File: config.mk
export PLATFORM = sky130hd
export DESIGN_NAME = uncached_bus_ctrl_flat
export DESIGN_NICKNAME = d
export VERILOG_FILES = /design/src/rtl/uncached_bus_ctrl_if.sv /design/src/rtl/uncached_bus_ctrl.sv /design/src/flat_wrapper.sv
export SDC_FILE = /design/constraint.sdc
export NUM_CORES = 1
export LEC_CHECK = 0
export CORE_UTILIZATION = 40
export DETAILED_ROUTE_END_ITERATION = 7
export PLACE_DENSITY = 0.73
export SLEW_MARGIN = 20
export SYNTH_ARGS = -nofsm -noshare
export SYNTH_HDL_FRONTEND = slang
export SYNTH_SLANG_ARGS = --single-unit
File: constraint.sdc
create_clock -name clk -period 2.96 [get_ports clk]
set_input_delay 0.592 -clock clk [delete_from_list [all_inputs] [get_ports clk]]
set_output_delay 0.592 -clock clk [all_outputs]
set_load 0.05 [all_outputs]
File: src/rtl/uncached_bus_ctrl_if.sv
`timescale 1ns/1ps
// uncached_bus_ctrl_if
// Bundles the pipeline-side uncached data/instruction request ports and the
// single uncached memory port.
//   slave  : the controller (consumes d_*/i_* requests, drives mem_* commands)
//   master : the surroundings (pipeline masters plus memory/bridge model)
interface uncached_bus_ctrl_if;
  // Data side
  logic        d_read;
  logic        d_write;
  logic [31:0] d_addr;
  logic [31:0] d_wrdata;
  logic [3:0]  d_be;
  logic        d_stall;
  logic [31:0] d_rddata;
  // Instruction side
  logic        i_read;
  logic [31:0] i_addr;
  logic        i_stall;
  logic [31:0] i_rddata;
  logic        wb_empty;
  // Memory port
  logic        mem_req;
  logic        mem_we;
  logic [31:0] mem_addr;
  logic [31:0] mem_wrdata;
  logic [3:0]  mem_be;
  logic        mem_ready;
  logic        mem_resp;
  logic [31:0] mem_rddata;

  modport slave (
    input  d_read, d_write, d_addr, d_wrdata, d_be, i_read, i_addr,
    input  mem_ready, mem_resp, mem_rddata,
    output d_stall, d_rddata, i_stall, i_rddata, wb_empty,
    output mem_req, mem_we, mem_addr, mem_wrdata, mem_be
  );

  modport master (
    output d_read, d_write, d_addr, d_wrdata, d_be, i_read, i_addr,
    output mem_ready, mem_resp, mem_rddata,
    input  d_stall, d_rddata, i_stall, i_rddata, wb_empty,
    input  mem_req, mem_we, mem_addr, mem_wrdata, mem_be
  );
endinterface

File: src/rtl/uncached_bus_ctrl.sv
`timescale 1ns/1ps
// uncached_bus_ctrl
// Serialises all uncached traffic onto one memory port with a single
// outstanding transaction. Data stores are posted into a WB_DEPTH-entry
// write buffer; data reads wait until the buffer has drained so MMIO
// store->load order holds. Data side and instruction fetches share the port
// round-robin.
// Ports:
//   clk    : clock
//   rst_n  : asynchronous active-low reset
//   io_bus : uncached_bus_ctrl_if.slave (d_*, i_*, wb_empty, mem_*)
module uncached_bus_ctrl #(
  parameter int unsigned WB_DEPTH = 4
) (
  input logic            clk,
  input logic            rst_n,
  uncached_bus_ctrl_if.slave io_bus
);

  localparam int unsigned PtrW = $clog2(WB_DEPTH);
  localparam int unsigned CntW = PtrW + 1;

  typedef enum logic [1:0] {StIdle, StReq, StResp, StDone} state_e;

  state_e          r_state, w_state_next;
  logic [PtrW-1:0] r_wptr, r_rptr;
  logic [CntW-1:0] r_count, w_count_next;
  logic [31:0]     r_wb_addr [WB_DEPTH];
  logic [31:0]     r_wb_data [WB_DEPTH];
  logic [3:0]      r_wb_be   [WB_DEPTH];

  logic            r_last_data;  // 1: data side won the previous grant
  logic            r_own_data;   // owner of the current transaction
  logic            r_cmd_we;
  logic [31:0]     r_cmd_addr;
  logic [31:0]     r_cmd_wrdata;
  logic [3:0]      r_cmd_be;
  logic [31:0]     r_rddata;

  logic            w_full, w_empty, w_push, w_pop;
  logic            w_d_cand, w_grant_d, w_latch;
  logic            w_cmd_we;
  logic [31:0]     w_cmd_addr, w_cmd_wrdata;
  logic [3:0]      w_cmd_be;
  logic            w_done_d, w_done_i;

  // Write buffer bookkeeping
  assign w_full  = (r_count == CntW'(WB_DEPTH));
  assign w_empty = (r_count == '0);
  // Refused when full even if the head retires this cycle.
  assign w_push  = io_bus.d_write & ~w_full;
  assign w_pop   = (r_state == StResp) & io_bus.mem_resp & r_cmd_we;
  assign w_count_next = r_count + CntW'(w_push) - CntW'(w_pop);

  // Arbitration only matters in StIdle, where no write can be in flight, so
  // a data read is eligible exactly when the buffer is empty.
  assign w_d_cand  = ~w_empty | io_bus.d_read;
  assign w_grant_d = w_d_cand & (~io_bus.i_read | ~r_last_data);

  always_comb begin
    w_cmd_we     = 1'b0;
    w_cmd_addr   = io_bus.i_addr;
    w_cmd_wrdata = '0;
    w_cmd_be     = 4'hF;
    if (w_grant_d) begin
      if (!w_empty) begin
        w_cmd_we     = 1'b1;
        w_cmd_addr   = r_wb_addr[r_rptr];
        w_cmd_wrdata = r_wb_data[r_rptr];
        w_cmd_be     = r_wb_be[r_rptr];
      end else begin
        w_cmd_addr   = io_bus.d_addr;
      end
    end
  end

  always_comb begin
    w_state_next = r_state;
    w_latch      = 1'b0;
    unique case (r_state)
      StIdle: begin
        if (w_d_cand || io_bus.i_read) begin
          w_latch      = 1'b1;
          w_state_next = StReq;
        end
      end
      StReq:  if (io_bus.mem_ready) w_state_next = StResp;
      StResp: if (io_bus.mem_resp) w_state_next = r_cmd_we ? StIdle : StDone;
      StDone: w_state_next = StIdle;
      default: w_state_next = StIdle;
    endcase
  end

  always_ff @(posedge clk or negedge rst_n) begin
    if (!rst_n) begin
      r_state      <= StIdle;
      r_count      <= '0;
      r_wptr       <= '0;
      r_rptr       <= '0;
      r_last_data  <= 1'b0;
      r_own_data   <= 1'b0;
      r_cmd_we     <= 1'b0;
      r_cmd_addr   <= '0;
      r_cmd_wrdata <= '0;
      r_cmd_be     <= '0;
      r_rddata     <= '0;
    end else begin
      r_state <= w_state_next;
      r_count <= w_count_next;
      if (w_push) r_wptr <= r_wptr + 1'b1;
      if (w_pop)  r_rptr <= r_rptr + 1'b1;
      if (w_latch) begin
        r_last_data  <= w_grant_d;
        r_own_data   <= w_grant_d;
        r_cmd_we     <= w_cmd_we;
        r_cmd_addr   <= w_cmd_addr;
        r_cmd_wrdata <= w_cmd_wrdata;
        r_cmd_be     <= w_cmd_be;
      end
      if ((r_state == StResp) && io_bus.mem_resp && !r_cmd_we) begin
        r_rddata <= io_bus.mem_rddata;
      end
    end
  end

  // Payload storage needs no reset; the count qualifies it.
  always_ff @(posedge clk) begin
    if (w_push) begin
      r_wb_addr[r_wptr] <= io_bus.d_addr;
      r_wb_data[r_wptr] <= io_bus.d_wrdata;
      r_wb_be[r_wptr]   <= io_bus.d_be;
    end
  end

  assign w_done_d = (r_state == StDone) &  r_own_data;
  assign w_done_i = (r_state == StDone) & ~r_own_data;

  assign io_bus.d_stall  = io_bus.d_write ? w_full : (io_bus.d_read & ~w_done_d);
  assign io_bus.i_stall  = io_bus.i_read & ~w_done_i;
  assign io_bus.d_rddata = r_rddata;
  assign io_bus.i_rddata = r_rddata;
  assign io_bus.wb_empty = w_empty &
                           ~(((r_state == StReq) || (r_state == StResp)) & r_cmd_we);

  assign io_bus.mem_req    = (r_state == StReq);
  assign io_bus.mem_we     = r_cmd_we;
  assign io_bus.mem_addr   = r_cmd_addr;
  assign io_bus.mem_wrdata = r_cmd_wrdata;
  assign io_bus.mem_be     = r_cmd_be;

endmodule

File: src/flat_wrapper.sv
// flat-port wrapper written by rule: the top's interface ports become plain ports
module uncached_bus_ctrl_flat 
#(
  parameter int unsigned WB_DEPTH = 4
)
  (clk, rst_n, io_bus_d_read, io_bus_d_write, io_bus_d_addr, io_bus_d_wrdata, io_bus_d_be, io_bus_i_read, io_bus_i_addr, io_bus_mem_ready, io_bus_mem_resp, io_bus_mem_rddata, io_bus_d_stall, io_bus_d_rddata, io_bus_i_stall, io_bus_i_rddata, io_bus_wb_empty, io_bus_mem_req, io_bus_mem_we, io_bus_mem_addr, io_bus_mem_wrdata, io_bus_mem_be);
  uncached_bus_ctrl_if io_bus_i ();
  input logic clk;
  input logic rst_n;
  input wire logic [$bits(io_bus_i.d_read)-1:0] io_bus_d_read;
  input wire logic [$bits(io_bus_i.d_write)-1:0] io_bus_d_write;
  input wire logic [$bits(io_bus_i.d_addr)-1:0] io_bus_d_addr;
  input wire logic [$bits(io_bus_i.d_wrdata)-1:0] io_bus_d_wrdata;
  input wire logic [$bits(io_bus_i.d_be)-1:0] io_bus_d_be;
  input wire logic [$bits(io_bus_i.i_read)-1:0] io_bus_i_read;
  input wire logic [$bits(io_bus_i.i_addr)-1:0] io_bus_i_addr;
  input wire logic [$bits(io_bus_i.mem_ready)-1:0] io_bus_mem_ready;
  input wire logic [$bits(io_bus_i.mem_resp)-1:0] io_bus_mem_resp;
  input wire logic [$bits(io_bus_i.mem_rddata)-1:0] io_bus_mem_rddata;
  output wire logic [$bits(io_bus_i.d_stall)-1:0] io_bus_d_stall;
  output wire logic [$bits(io_bus_i.d_rddata)-1:0] io_bus_d_rddata;
  output wire logic [$bits(io_bus_i.i_stall)-1:0] io_bus_i_stall;
  output wire logic [$bits(io_bus_i.i_rddata)-1:0] io_bus_i_rddata;
  output wire logic [$bits(io_bus_i.wb_empty)-1:0] io_bus_wb_empty;
  output wire logic [$bits(io_bus_i.mem_req)-1:0] io_bus_mem_req;
  output wire logic [$bits(io_bus_i.mem_we)-1:0] io_bus_mem_we;
  output wire logic [$bits(io_bus_i.mem_addr)-1:0] io_bus_mem_addr;
  output wire logic [$bits(io_bus_i.mem_wrdata)-1:0] io_bus_mem_wrdata;
  output wire logic [$bits(io_bus_i.mem_be)-1:0] io_bus_mem_be;
  assign io_bus_i.d_read = io_bus_d_read;
  assign io_bus_i.d_write = io_bus_d_write;
  assign io_bus_i.d_addr = io_bus_d_addr;
  assign io_bus_i.d_wrdata = io_bus_d_wrdata;
  assign io_bus_i.d_be = io_bus_d_be;
  assign io_bus_i.i_read = io_bus_i_read;
  assign io_bus_i.i_addr = io_bus_i_addr;
  assign io_bus_i.mem_ready = io_bus_mem_ready;
  assign io_bus_i.mem_resp = io_bus_mem_resp;
  assign io_bus_i.mem_rddata = io_bus_mem_rddata;
  assign io_bus_d_stall = io_bus_i.d_stall;
  assign io_bus_d_rddata = io_bus_i.d_rddata;
  assign io_bus_i_stall = io_bus_i.i_stall;
  assign io_bus_i_rddata = io_bus_i.i_rddata;
  assign io_bus_wb_empty = io_bus_i.wb_empty;
  assign io_bus_mem_req = io_bus_i.mem_req;
  assign io_bus_mem_we = io_bus_i.mem_we;
  assign io_bus_mem_addr = io_bus_i.mem_addr;
  assign io_bus_mem_wrdata = io_bus_i.mem_wrdata;
  assign io_bus_mem_be = io_bus_i.mem_be;
  uncached_bus_ctrl #(.WB_DEPTH(WB_DEPTH)) u_core (.clk(clk), .rst_n(rst_n), .io_bus(io_bus_i));
endmodule
== Word level (Yosys, flattened, before mapping) ==
Memory sizes are Yosys's and may differ from the RTL's.
Index checks and enable logic that the tools add are counted.
Operators by class
  add/subtract/negate cells: 4
  eq/ne operators: 7
  multiplexer cells: 18
  bitwise operators: 19
  reductions and logical operators: 8
Operator list (number)
  two-way mux 32 bit: 4
  bitwise AND 1 bit: 10
  two-way mux 2 bit: 4
  two-way mux 4 bit: 2
  case mux 2 bit (4 select lines): 1
  two-way mux 1 bit: 7
  NOT 1 bit: 7
  adder 2 x 1 -> 2 bit, second input constant: 2
  equality test 2 bit, second input constant: 2
  inequality test 2 bit, second input constant: 2
  adder 3 x 1 -> 3 bit: 1
  equality test 3 bit, second input constant: 1
  zero test 3 bit: 1
  AND reduction 3 bit: 1
  subtractor 3 x 1 -> 3 bit: 1
  equality test 2 x 1 -> 1 bit, second input constant: 1
  logical AND 1 bit: 2
  zero test 2 bit: 1
  logical OR 1 bit: 2
  inequality test 2 x 1 -> 1 bit, second input constant: 1
  bitwise OR 1 bit: 2
  zero test 1 bit: 1
Storage, ports and cells
  register bits after elaboration: 111
  RAM bits: 272
  input port bits: 139
  output and inout port bits: 137
  word-level logic and storage cells: 69
  memories kept: 3
Memories
  u_core.r_wb_addr: depth 4, bits a word 32, rd ports 1, clocked after memory_dff 0, wr ports 1, RTL line uncached_bus_ctrl.sv:28  | logic [31:0] r_wb_addr [WB_DEPTH];
  u_core.r_wb_data: depth 4, bits a word 32, rd ports 1, clocked after memory_dff 0, wr ports 1, RTL line uncached_bus_ctrl.sv:29  | logic [31:0] r_wb_data [WB_DEPTH];
  u_core.r_wb_be: depth 4, bits a word 4, rd ports 1, clocked after memory_dff 0, wr ports 1, RTL line uncached_bus_ctrl.sv:30  | logic [3:0] r_wb_be [WB_DEPTH];

== Depth between registers and ports, before layout ==
  word-level depth: 6
  mapped depth: 8
  gate-level depth less buffers: 8

== Least setup slack after synthesis ==
No wires, ideal clock.
  kind: input -> register
  start point: input io_bus_d_write
  end point: memory u_core.r_wb_addr[0][0], enable pin
  setup time: 433 ps
  arrival time: 2699 ps
  required time: 2527 ps
  path slack: -172 ps
  stages: 3
  path buffers: 0
  cell sequence: inv_1 > a31oi_1 > and2_1
Between the ends
  longest elaborated chain between the ends: 3
Ends and longest elaborated chain
  start: declaration: RTL line flat_wrapper.sv:11  | input wire logic [$bits(io_bus_i.d_write)-1:0] io_bus_d_write;
  bitwise AND 1 bit: RTL line uncached_bus_ctrl.sv:51  | assign w_push = io_bus.d_write & ~w_full;
  via u_core.w_push: RTL line uncached_bus_ctrl.sv:40  | logic w_full, w_empty, w_push, w_pop;
  two-way mux 1 bit: RTL line uncached_bus_ctrl.sv:128  | if (w_push) begin
  two-way mux 1 bit (implied by the code): RTL line uncached_bus_ctrl.sv:129  | r_wb_addr[r_wptr] <= io_bus.d_addr;
  end: declaration: RTL line uncached_bus_ctrl.sv:28
The timed path passes the listed nets, and every way through them passes these cells.

== Final worst setup path ==
  start point: register u_core.r_state[1]
  end point: output io_bus_mem_req
Between the ends
  longest elaborated chain between the ends: 1
Ends and longest elaborated chain
  start: declaration: RTL line uncached_bus_ctrl.sv:25  | state_e r_state, w_state_next;
  start signal: assignment: RTL line uncached_bus_ctrl.sv:96  | r_state <= StIdle;
  start signal: assignment: RTL line uncached_bus_ctrl.sv:108  | r_state <= w_state_next;
  equality test 2 x 1 -> 1 bit: RTL line uncached_bus_ctrl.sv:145  | assign io_bus.mem_req = (r_state == StReq);
  end: declaration: RTL line flat_wrapper.sv:25  | output wire logic [$bits(io_bus_i.mem_req)-1:0] io_bus_mem_req;
No other way between the ends.

==> results.py <==
metrics = {
    "global_routing": {
        "antenna_found_initial": 2,
        "grt_use_met1": 0.2369,
        "overflow": 0,
        "gr-max-usage-layer": "met2",
        "grt_pass1_wl_um": 52140,
        "grt_util_all_layers": 0.1818,
        "grt_pass1_vias": 8918,
        "grt.met3_usage": 0.04521,
        "use_met2": 0.2993,
        "grt_max_degree": 64,
    },
    "setup_path": {
        "r2r_setup_slack_ps": 770,
        "arrival_ps": 2130,
        "setup.worst_path.end_class": "output pin",
        "cpPeakStageDelay_ps": 830,
        "reg2reg_depth": 5,
        "start_kind": "flop",
        "crit_type": "flop to output pin",
        "crit_slowest_cell": "clkdlybuf4s50_1",
        "cp.required_ps": 2370,
        "rr_startpoint": "u_core.r_count[1]",
        "crit_fanout": 5,
        "rr_endpoint": "u_core.io_bus.mem_wrdata[5]",
        "path_cells": "inv_1 -> ha_1 -> clkdlybuf4s50_1",
        "cp-startpoint": "u_core.r_state[1]",
    },
    "cts": {
        "clock_tree.root_cell": "clkbuf_16",
        "cts_tree": "yes",
        "cts_buffer_depth": 3,
        "cts_setup_buffers": 0,
        "htreeDepth": 2,
        "hold_buffers": 0,
        "cts.sinks": 383,
        "insertion_delay_ps": 550,
        "cts_inserted_buffers": 41,
        "clk_pin_slew_worst_paths_ps": 60,
        "cts-resized-gates": 0,
    },
    "yosys": {
        "synth_compound_area_frac": 0.04945,
        "synthAdderAreaFrac": 0.01051,
        "ys.flop_type": "edfxtp_1",
        "syn_area_mm2": 0.01500,
        "yosysWarnings": 0,
        "async_reset_ff_frac": 0.2898,
        "synth_edf_count": 272,
        "synthSimpleGateAreaFrac": 0.04470,
        "synthesis.instances": 853,
        "synth_area_leaders": "edfxtp_1 54%, dfrtp_1 19%, mux4_2 10%, nand2_1 2.6%, mux2_2 2.4%",
        "synth_top_family_by_area": "multiplexers",
        "synthTopCellsByCount": "272 x edfxtp_1, 111 x dfrtp_1, 102 x nand2_1",
        "postSynthAreaPerCell_um2": 17.59,
        "synth_top_area_share": 0.5444,
        "syn_nets": 1004,
        "ys_seq_elements": 383,
        "ys_types": 35,
        "synth_xor_xnor_area_share": 0.002919,
        "synth_seq_area_share": 0.7295,
        "muxShareOfSynthArea": 0.1261,
        "yosysMostFrequentCell": "edfxtp_1",
        "yosys.area.top_type": "edfxtp_1",
    },
    "sta": {
        "final-max-slew-violation-count": 0,
        "hold_viol_final": 0,
        "holdWs_ps": 47.60,
        "setup_viol": 0,
        "fin_crit_sh": 0.9186,
        "clock.fmax_mhz": 367.8,
        "worst_slew_pin_slew_ps": 670.5,
        "rsz0062_at_grt": "false",
        "fin_crit_ps": 2719,
        "setup_tns_ps": 0,
        "slew_headroom": 0.5530,
        "clock_skew_ps": 12.68,
    },
    "cells_and_area": {
        "finalInstanceArea_mm2": 0.01950,
        "syn_to_final_growth_pct": 30.00,
        "finalNetCount": 1268,
        "drive_above_1_share": 0.1751,
        "nFillCells": 3023,
    },
    "flow_run": {
        "maxCapViolCount": 0,
    },
    "die": {
        "core_mm2": 0.03679,
        "rows": 70,
        "die_h_um": 195.7,
        "initial_utilization": 0.4079,
        "io-pin-count": 276,
        "die_area_mm2": 0.03829,
        "die_w_um": 195.7,
    },
    "power_and_ir_drop": {
        "p_leak_nw": 7.108,
        "clockPowerShare": 0.217,
        "peakVddDrop_mv": 0.6703,
        "switchingPower_mw": 8.945,
        "seq_power_share": 0.353,
        "p_int_mw": 14.18,
        "swShare": 0.3868,
        "p_comb_frac": 0.430,
        "p_per_area_mw_per_mm2": 1186,
    },
    "placed_design": {
        "dp_hpwl_um": 20780,
        "io_buffers": 275,
        "place_area_mm2": 0.01817,
        "gp_congestion": 0.7336,
    },
    "routing": {
        "remaining_drc_errors": 0,
        "dr.pass1.iters": 5,
        "vias_per_cell": 5.168,
        "wl_um": 34010,
        "ant_nets": 0,
        "vias": 8357,
        "drt_iter0_markers": 375,
        "post_drt_wl_per_cell_um": 21.03,
    },
    "status": {
        "status": "finished clean",
    },
    "worst_hold_path": {
        "hold_class": "primary input to asynchronous set/reset pin",
    },
}
-- layer usage --
layer / vias to the layer above / part of all wire
li1: 3771 / -
met1: 4251 / 0.44
met4: 4 / 0.022
met3: 50 / 0.062
met5: - / 0.00076
met2: 281 / 0.47
-- worst max path at each step --
stage / to / slack (ps)
global route: io_bus_mem_req / 150
detailed placement: u_core.r_count[2] / 480
finish: io_bus_mem_req / 240
floorplan: io_bus_wb_empty / 470
CTS: io_bus_mem_req / 200
global placement: u_core.r_count[2] / 510
-- cell type report --
cell class / count / area [um2] / share of cell area
diodes: 1 / 2.502 / 0.0001283
clock inverters: 12 / 120.1 / 0.006159
flip-flops and latches: 383 / 10950 / 0.5616
repair buffers: 300 / 3047 / 0.1562
multi-input cells: 378 / 3541 / 0.1816
clock buffers: 62 / 1206 / 0.06184
inverters: 13 / 48.80 / 0.002502
well taps: 468 / 585.6 / 0.03002
-- sequential cells by signal (all words and copies together) (netlist names) --
signal,count
u_core.r_last_data,1
u_core.r_wb_be,16
u_core.io_bus.mem_wrdata,32
u_core.io_bus.mem_addr,32
u_core.io_bus.d_rddata,32
u_core.r_count,3
u_core.io_bus.mem_we,1
u_core.r_rptr,2
u_core.io_bus.mem_be,4
u_core.r_wb_data,128
u_core.r_wptr,2
u_core.r_wb_addr,128
u_core.r_state,2
-- power by group through the flow --
| stage | logic [mW] | clock network (mW) | registers, mW |
|---|---|---|---|
| floorplan | 5.02 | 0 | 10.2 |
| global placement | 9.97 | 0 | 8.22 |
| detailed placement | 10.1 | 0 | 8.27 |
| CTS | 10.1 | 5.15 | 8.18 |
| global route | 10.6 | 5.34 | 8.33 |
| finish | 9.95 | 5.02 | 8.15 |
-- cells by family (layout without fill, tap and decap cells) --
family | count (synthesis) | after routing
other | 0 | 1
flip-flops | 383 | 383
multiplexers | 100 | 100
AO/OA/AOI/OAI | 113 | 113
AND/OR/NAND/NOR | 148 | 148
XOR/XNOR | 5 | 5
adder cells (fa/ha/maj) | 12 | 12
buffers and inverters | 92 | 387
-- placed cells by master (no fill, tap or decap), drive strengths merged, types with 2 or more instances in the layout --
| cell | Yosys | layout |
|---|---|---|
| buf | 61 | 29 |
| clkdlybuf4s50 | 0 | 271 |
| inv | 13 | 13 |
| o21ai | 66 | 66 |
| a22o | 32 | 32 |
| and3 | 34 | 34 |
| xnor2 | 3 | 3 |
| ha | 11 | 11 |
| and2 | 4 | 4 |
| xor2 | 2 | 2 |
| dfrtp | 111 | 111 |
| edfxtp | 272 | 272 |
| clkbuf | 18 | 62 |
| o22a | 4 | 4 |
| nand2 | 102 | 102 |
| a31oi | 3 | 3 |
| mux4 | 68 | 68 |
| bufinv | 0 | 2 |
| nor2 | 2 | 2 |
| mux2 | 32 | 32 |
| clkinv | 0 | 10 |
| a21oi | 3 | 3 |
-- worst max-delay path: cells and delay by family, from the launching register on --
| kind | cells | cell delay (ps) |
|---|---|---|
| buffers and inverters | 2 | 960 |
| DFF | 1 | 430 |
| adders and majority gates | 1 | 200 |
-- stage by stage --
stage                     total power, mW  utilization  setup slack [ps]  std cells
after detailed placement            18.38       0.4941             475.8       1542
after global placement              18.18       0.4941             507.8       1542
after CTS                           23.46       0.5301             197.5       1616
after global routing                24.26       0.5301             152.1       1616
final                               23.12       0.5302             240.9       1617
after floorplan                     15.19            -             465.1        853
(Power assumes the default switching activity.)
